### config.mk
export PLATFORM = sky130hd
export DESIGN_NAME = mem_copy_master_flat
export DESIGN_NICKNAME = d
export VERILOG_FILES = /design/src/rtl/mem_copy_master_if.sv /design/src/rtl/mem_copy_master.sv /design/src/flat_wrapper.sv
export SDC_FILE = /design/constraint.sdc
export NUM_CORES = 1
export LEC_CHECK = 0
export CORE_MARGIN = 2
export CORE_UTILIZATION = 25
export CTS_CLUSTER_SIZE = 40
export DETAILED_ROUTE_END_ITERATION = 6
export PLACE_DENSITY = 0.39
export SYNTH_ARGS = -nofsm -noshare
export SYNTH_HDL_FRONTEND = slang
export SYNTH_SLANG_ARGS = --single-unit
### constraint.sdc
create_clock -name clk -period 4.3 [get_ports clk]
set_input_delay 1.075 -clock clk [delete_from_list [all_inputs] [get_ports clk]]
set_output_delay 1.075 -clock clk [all_outputs]
set_load 0.005 [all_outputs]
### src/rtl/mem_copy_master_if.sv
// Control and data-memory port bundle for mem_copy_master.
// The master modport is the copy engine; slave is the requester plus memory side.
interface mem_copy_master_if #(
    parameter int ADDR_W = 8,
    parameter int DATA_W = 8
);
    // Request / status
    logic              start;
    logic [ADDR_W-1:0] src_addr;
    logic [ADDR_W-1:0] dst_addr;
    logic [7:0]        length;
    logic              busy;
    logic              done;
    logic [DATA_W-1:0] checksum;

    // Data-memory port
    logic [ADDR_W-1:0] Address;
    logic [DATA_W-1:0] WriteData;
    logic              MemWrite;
    logic              MemRead;
    logic [DATA_W-1:0] ReadData;

    modport master (
        input  start, src_addr, dst_addr, length, ReadData,
        output busy, done, checksum, Address, WriteData, MemWrite, MemRead
    );

    modport slave (
        output start, src_addr, dst_addr, length, ReadData,
        input  busy, done, checksum, Address, WriteData, MemWrite, MemRead
    );
endinterface

### src/rtl/mem_copy_master.sv
// Block-copy bus initiator for the single-port data memory: alternates one read
// and one write per byte, accumulating a modular checksum of the bytes read.
module mem_copy_master #(
    parameter int ADDR_W = 8,
    parameter int DATA_W = 8
) (
    input  logic              clk,
    input  logic              rst,
    mem_copy_master_if.master bus
);

    typedef enum logic [1:0] {
        S_IDLE,
        S_RD,
        S_WR,
        S_DONE
    } state_e;

    state_e            state_q;
    logic [ADDR_W-1:0] src_q;
    logic [ADDR_W-1:0] dst_q;
    logic [7:0]        len_q;
    logic [7:0]        idx_q;
    logic [DATA_W-1:0] csum_q;
    logic [ADDR_W-1:0] addr_q;
    logic [DATA_W-1:0] wdata_q;   // doubles as the byte buffer between RD and WR
    logic              mem_read_q;
    logic              mem_write_q;
    logic              busy_q;
    logic              done_q;

    logic [7:0]        idx_d;
    logic              last_d;
    logic [ADDR_W-1:0] next_rd_addr_d;
    logic [ADDR_W-1:0] wr_addr_d;
    logic [DATA_W-1:0] csum_d;

    // NOTE: every always_comb output gets a value on every path, so no latch
    // can be inferred; here the expressions are unconditional.
    always_comb begin
        idx_d          = idx_q + 8'd1;
        last_d         = (idx_d == len_q);
        next_rd_addr_d = src_q + ADDR_W'(idx_d);
        wr_addr_d      = dst_q + ADDR_W'(idx_q);
        csum_d         = csum_q + bus.ReadData;
    end

    // NOTE: all state is updated with non-blocking assignments so every
    // register samples pre-edge values, independent of statement order.
    always_ff @(posedge clk or posedge rst) begin
        if (rst) begin
            state_q     <= S_IDLE;
            src_q       <= '0;
            dst_q       <= '0;
            len_q       <= '0;
            idx_q       <= '0;
            csum_q      <= '0;
            addr_q      <= '0;
            wdata_q     <= '0;
            mem_read_q  <= 1'b0;
            mem_write_q <= 1'b0;
            busy_q      <= 1'b0;
            done_q      <= 1'b0;
        end else begin
            case (state_q)
                S_IDLE: begin
                    if (bus.start) begin
                        src_q  <= bus.src_addr;
                        dst_q  <= bus.dst_addr;
                        len_q  <= bus.length;
                        idx_q  <= '0;
                        csum_q <= '0;
                        if (bus.length == 8'd0) begin
                            state_q <= S_DONE;
                            done_q  <= 1'b1;
                        end else begin
                            state_q    <= S_RD;
                            addr_q     <= bus.src_addr;
                            mem_read_q <= 1'b1;
                            busy_q     <= 1'b1;
                        end
                    end
                end

                S_RD: begin
                    // ReadData was driven by the memory on the preceding negedge.
                    wdata_q     <= bus.ReadData;
                    csum_q      <= csum_d;
                    addr_q      <= wr_addr_d;
                    mem_read_q  <= 1'b0;
                    mem_write_q <= 1'b1;
                    state_q     <= S_WR;
                end

                S_WR: begin
                    idx_q       <= idx_d;
                    mem_write_q <= 1'b0;
                    if (last_d) begin
                        state_q <= S_DONE;
                        busy_q  <= 1'b0;
                        done_q  <= 1'b1;
                    end else begin
                        state_q    <= S_RD;
                        addr_q     <= next_rd_addr_d;
                        mem_read_q <= 1'b1;
                    end
                end

                S_DONE: begin
                    done_q  <= 1'b0;
                    state_q <= S_IDLE;
                end

                default: begin
                    state_q     <= S_IDLE;
                    mem_read_q  <= 1'b0;
                    mem_write_q <= 1'b0;
                    busy_q      <= 1'b0;
                    done_q      <= 1'b0;
                end
            endcase
        end
    end

    assign bus.busy      = busy_q;
    assign bus.done      = done_q;
    assign bus.checksum  = csum_q;
    assign bus.Address   = addr_q;
    assign bus.WriteData = wdata_q;
    assign bus.MemRead   = mem_read_q;
    assign bus.MemWrite  = mem_write_q;

endmodule

### src/flat_wrapper.sv
// flat-port wrapper written by rule: the top's interface ports become plain ports
module mem_copy_master_flat 
#(
    parameter int ADDR_W = 8,
    parameter int DATA_W = 8
)
  (clk, rst, bus_start, bus_src_addr, bus_dst_addr, bus_length, bus_ReadData, bus_busy, bus_done, bus_checksum, bus_Address, bus_WriteData, bus_MemWrite, bus_MemRead);
  mem_copy_master_if #(.ADDR_W(ADDR_W), .DATA_W(DATA_W)) bus_i ();
  input  logic clk;
  input  logic rst;
  input wire logic [$bits(bus_i.start)-1:0] bus_start;
  input wire logic [$bits(bus_i.src_addr)-1:0] bus_src_addr;
  input wire logic [$bits(bus_i.dst_addr)-1:0] bus_dst_addr;
  input wire logic [$bits(bus_i.length)-1:0] bus_length;
  input wire logic [$bits(bus_i.ReadData)-1:0] bus_ReadData;
  output wire logic [$bits(bus_i.busy)-1:0] bus_busy;
  output wire logic [$bits(bus_i.done)-1:0] bus_done;
  output wire logic [$bits(bus_i.checksum)-1:0] bus_checksum;
  output wire logic [$bits(bus_i.Address)-1:0] bus_Address;
  output wire logic [$bits(bus_i.WriteData)-1:0] bus_WriteData;
  output wire logic [$bits(bus_i.MemWrite)-1:0] bus_MemWrite;
  output wire logic [$bits(bus_i.MemRead)-1:0] bus_MemRead;
  assign bus_i.start = bus_start;
  assign bus_i.src_addr = bus_src_addr;
  assign bus_i.dst_addr = bus_dst_addr;
  assign bus_i.length = bus_length;
  assign bus_i.ReadData = bus_ReadData;
  assign bus_busy = bus_i.busy;
  assign bus_done = bus_i.done;
  assign bus_checksum = bus_i.checksum;
  assign bus_Address = bus_i.Address;
  assign bus_WriteData = bus_i.WriteData;
  assign bus_MemWrite = bus_i.MemWrite;
  assign bus_MemRead = bus_i.MemRead;
  mem_copy_master #(.ADDR_W(ADDR_W), .DATA_W(DATA_W)) u_core (.clk(clk), .rst(rst), .bus(bus_i));
endmodule
==> impl_metrics.json <==
{
  "skew_ns": 0.01032,
  "period_needed_ns": 3.171,
  "clockRootBuffer": "clkbuf_16",
  "dp.cells": 596,
  "intPower_mw": 2.400,
  "max_freq_mhz": 315.4,
  "yosysWarnings": 0,
  "outcome": "finished clean",
  "yosys.area_share.simple": 0.1149,
  "power_frac_seq": 0.279,
  "cts_buffer_depth": 2,
  "post-route-period-util": 0.7374,
  "dieWidth_um": 128.9,
  "io_pins": 63,
  "via_count": 2906,
  "hp-start": "u_core.bus.WriteData[2]",
  "syn-cell-area_um2": 3900,
  "crit_required_ns": 4.56,
  "fin_setup_tns_ns": 0,
  "grt_antenna_before_repair": 0,
  "crit_path_max_incr_delay_ns": 0.55,
  "clkPwrFrac": 0.194,
  "fin_ws_ns": 1.129,
  "rr_startpoint": "u_core.idx_q[0]",
  "whs_endpoint": "u_core.bus.WriteData[2]",
  "synthAdderAreaFrac": 0.1020,
  "p_switching_mw": 1.456,
  "switching_share": 0.3777,
  "max_slew_margin": 0.2839,
  "insertedDiodeCount": 0,
  "synthXorXnorAreaFrac": 0.07251,
  "post-dp-hpwl_um": 7500,
  "p_per_area_nw_per_um2": 770.0,
  "p_comb_frac": 0.526,
  "cts_resized": 0,
  "critical_path_class": "flip-flop to flip-flop",
  "hold_path_depth": 1,
  "synth-seq-cells": 62,
  "gp_congestion": 0.7426,
  "start_kind": "flip-flop",
  "stdcell_count": 612,
  "postCtsHoldBufs": 0,
  "pre_cts_ws_ns": 1.088,
  "grt_max_degree": 44,
  "core_um2": 15200,
  "drt_iter0_drc": 134,
  "dieArea_um2": 16620,
  "crit_family": "simple AND/OR/NAND/NOR gates",
  "drcViolationCount": 0,
  "post_dp_cell_area_um2": 4706,
  "setup_viol": 0,
  "reg2reg_depth": 11,
  "cap_violations": 0,
  "peakVddDrop_v": 0.0002390,
  "hold_viol": 0,
  "grt_pass1_wl_um": 16750,
  "drive_gt1_frac": 0.1557,
  "synthArstFlopShare": 1.000,
  "areaGrowthSynthToFinish_pct": 28.42,
  "muxShareOfSynthArea": 0.1367,
  "crit_fanout": 8,
  "initial_core_util": 0.2565,
  "cts.clk_slew.worst_paths_ns": 0.06,
  "final_area_um2": 5009,
  "netlist_instances": 357,
  "cts-buffers-inserted": 9,
  "cp_slowest_cell": "dfrtp_1",
  "drt_wl_total_um": 10360,
  "cts_tree": "done",
  "final_util": 0.3295,
  "first_pass_iters": 6,
  "grt_overflow": 0,
  "worst-path-buf-inv": 1,
  "synth_seq_area_share": 0.3978,
  "cts.sinks": 62,
  "worst_slew_pin_slew_ns": 1.074,
  "portBuffers": 62,
  "synth.distinct_cells": 60,
  "grt.total_usage": 0.1349,
  "htree_num_levels": 3,
  "syn_nets": 422,
  "maxSlewViolCount": 0,
  "grt_pass1_vias": 3055,
  "ys.flop_type": "dfrtp_1",
  "rrSetupSlack_ns": 1.13,
  "endpoint_kind": "flip-flop",
  "nNetsFinal": 484,
  "synth_compound_gate_area_share": 0.1431,
  "rr_endpoint": "u_core.bus.Address[6]",
  "vias_per_cell": 4.748,
  "post-cts-setup-buffers": 0,
  "synth_edf_count": 0,
  "min_path_type": "flip-flop to flip-flop",
  "fp.dieH_um": 128.9,
  "path_cells": "ha_1 > nand3_1 > nor2_2 > xor2_1 > ha_1 > inv_1 > or3_1 > or3_1 > a31oi_1 > a221oi_1 > mux2i_1",
  "clk_latency_ns": 0.34,
  "power.leakage_nw": 2.136,
  "rsz0062_at_grt": "false",
  "postRouteAntennaNets": 0,
  "synth_top_family_by_area": "compound AO/OA/AOI/OAI gates",
  "avgSynthCellArea_um2": 10.92,
  "crit_arrival_ns": 3.43,
  "num_rows": 45,
  "wl_per_cell_um": 16.93
}
-- per-stage QoR --
stage	hold slack [ns]	power (mW)
2_1_floorplan	0.4836	2.471
4_1_cts	0.5076	3.930
3_5_place_dp	0.4974	3.141
6_report	0.5041	3.856
5_1_grt	0.5274	4.192
3_3_place_gp	0.4916	3.140
-- metal layers --
metal  share of wire  vias to the layer above  GRT usage
li1                -                     1419          -
met2            0.46                       56     0.2157
met1            0.47                     1418     0.1716
met3           0.047                       13    0.03867
met4           0.020                        0    0.05563
met5               0                        -          0
-- flip-flops by register name (all words and copies together), names as in the netlist, 2 cells and up --
signal / cells
u_core.dst_q: 8
u_core.bus.Address: 8
u_core.len_q: 8
u_core.bus.checksum: 8
u_core.src_q: 8
u_core.idx_q: 8
u_core.bus.WriteData: 8
u_core.state_q: 2
-- area by class of cell --
cell class	instances	area, µm²
Sequential cell	62	1551
Clock inverter	3	42.54
Clock buffer	13	260.3
Inverter	17	63.81
Fill cell	1576	10190
Multi-Input combinational cell	265	2220
Timing Repair Buffer	64	635.6
Tap cell	188	235.2
-- cell families after synthesis --
group / count (synthesis)
compound gates: 77
xor+xnor: 26
buf+inv: 30
flops: 62
simple gates: 86
mux: 46
fa+ha+maj: 30
-- cell usage after synthesis (all sizes together), types with 6 or more instances --
cell    number  share of area
a21oi       17          0.022
a22o         8          0.018
clkbuf       8         0.0077
dfrtp       62           0.40
ha          27          0.087
inv         17          0.016
mux2        40           0.12
mux2i        6          0.015
nand2       23          0.022
nand3        7          0.010
nor2        25          0.025
nor3         6         0.0090
o21ai       16          0.023
xnor2       16          0.036
xor2         6          0.013
-- power by group through the flow --
stage,combinational (mW),sequential [mW],clock [mW]
after floorplan,1.45,1.02,0
after global placement,2.05,1.09,0
after detailed placement,2.05,1.09,0
after CTS,2.06,1.09,0.782
after global routing,2.27,1.12,0.801
final,2.03,1.08,0.750
-- layout by cell type, fill, tap and decap left out, types with 8 or more instances in the layout --
cell             instances
clkdlybuf4s50_1         62
dfrtp_1                 62
mux2_2                  34
ha_1                    27
nor2_1                  24
nand2_1                 23
a21oi_1                 17
inv_1                   16
xnor2_1                 16
o21ai_0                 13
clkbuf_16                9
a22o_1                   8
-- worst max path at each step --
| stage | start | to | slack, ns | depth (start not counted) |
|---|---|---|---|---|
| after floorplan | rst | u_core.bus.Address[0] | 1.68 | 1 |
| after global placement | bus_ReadData[0] | u_core.bus.checksum[6] | 1.11 | 9 |
| after detailed placement | bus_length[5] | u_core.bus.Address[1] | 1.09 | 7 |
| after CTS | u_core.idx_q[0] | u_core.bus.Address[6] | 1.14 | 11 |
| after global routing | u_core.idx_q[0] | u_core.bus.Address[6] | 0.89 | 11 |
| final | u_core.idx_q[0] | u_core.bus.Address[6] | 1.13 | 11 |
(Power assumes the default switching activity.)
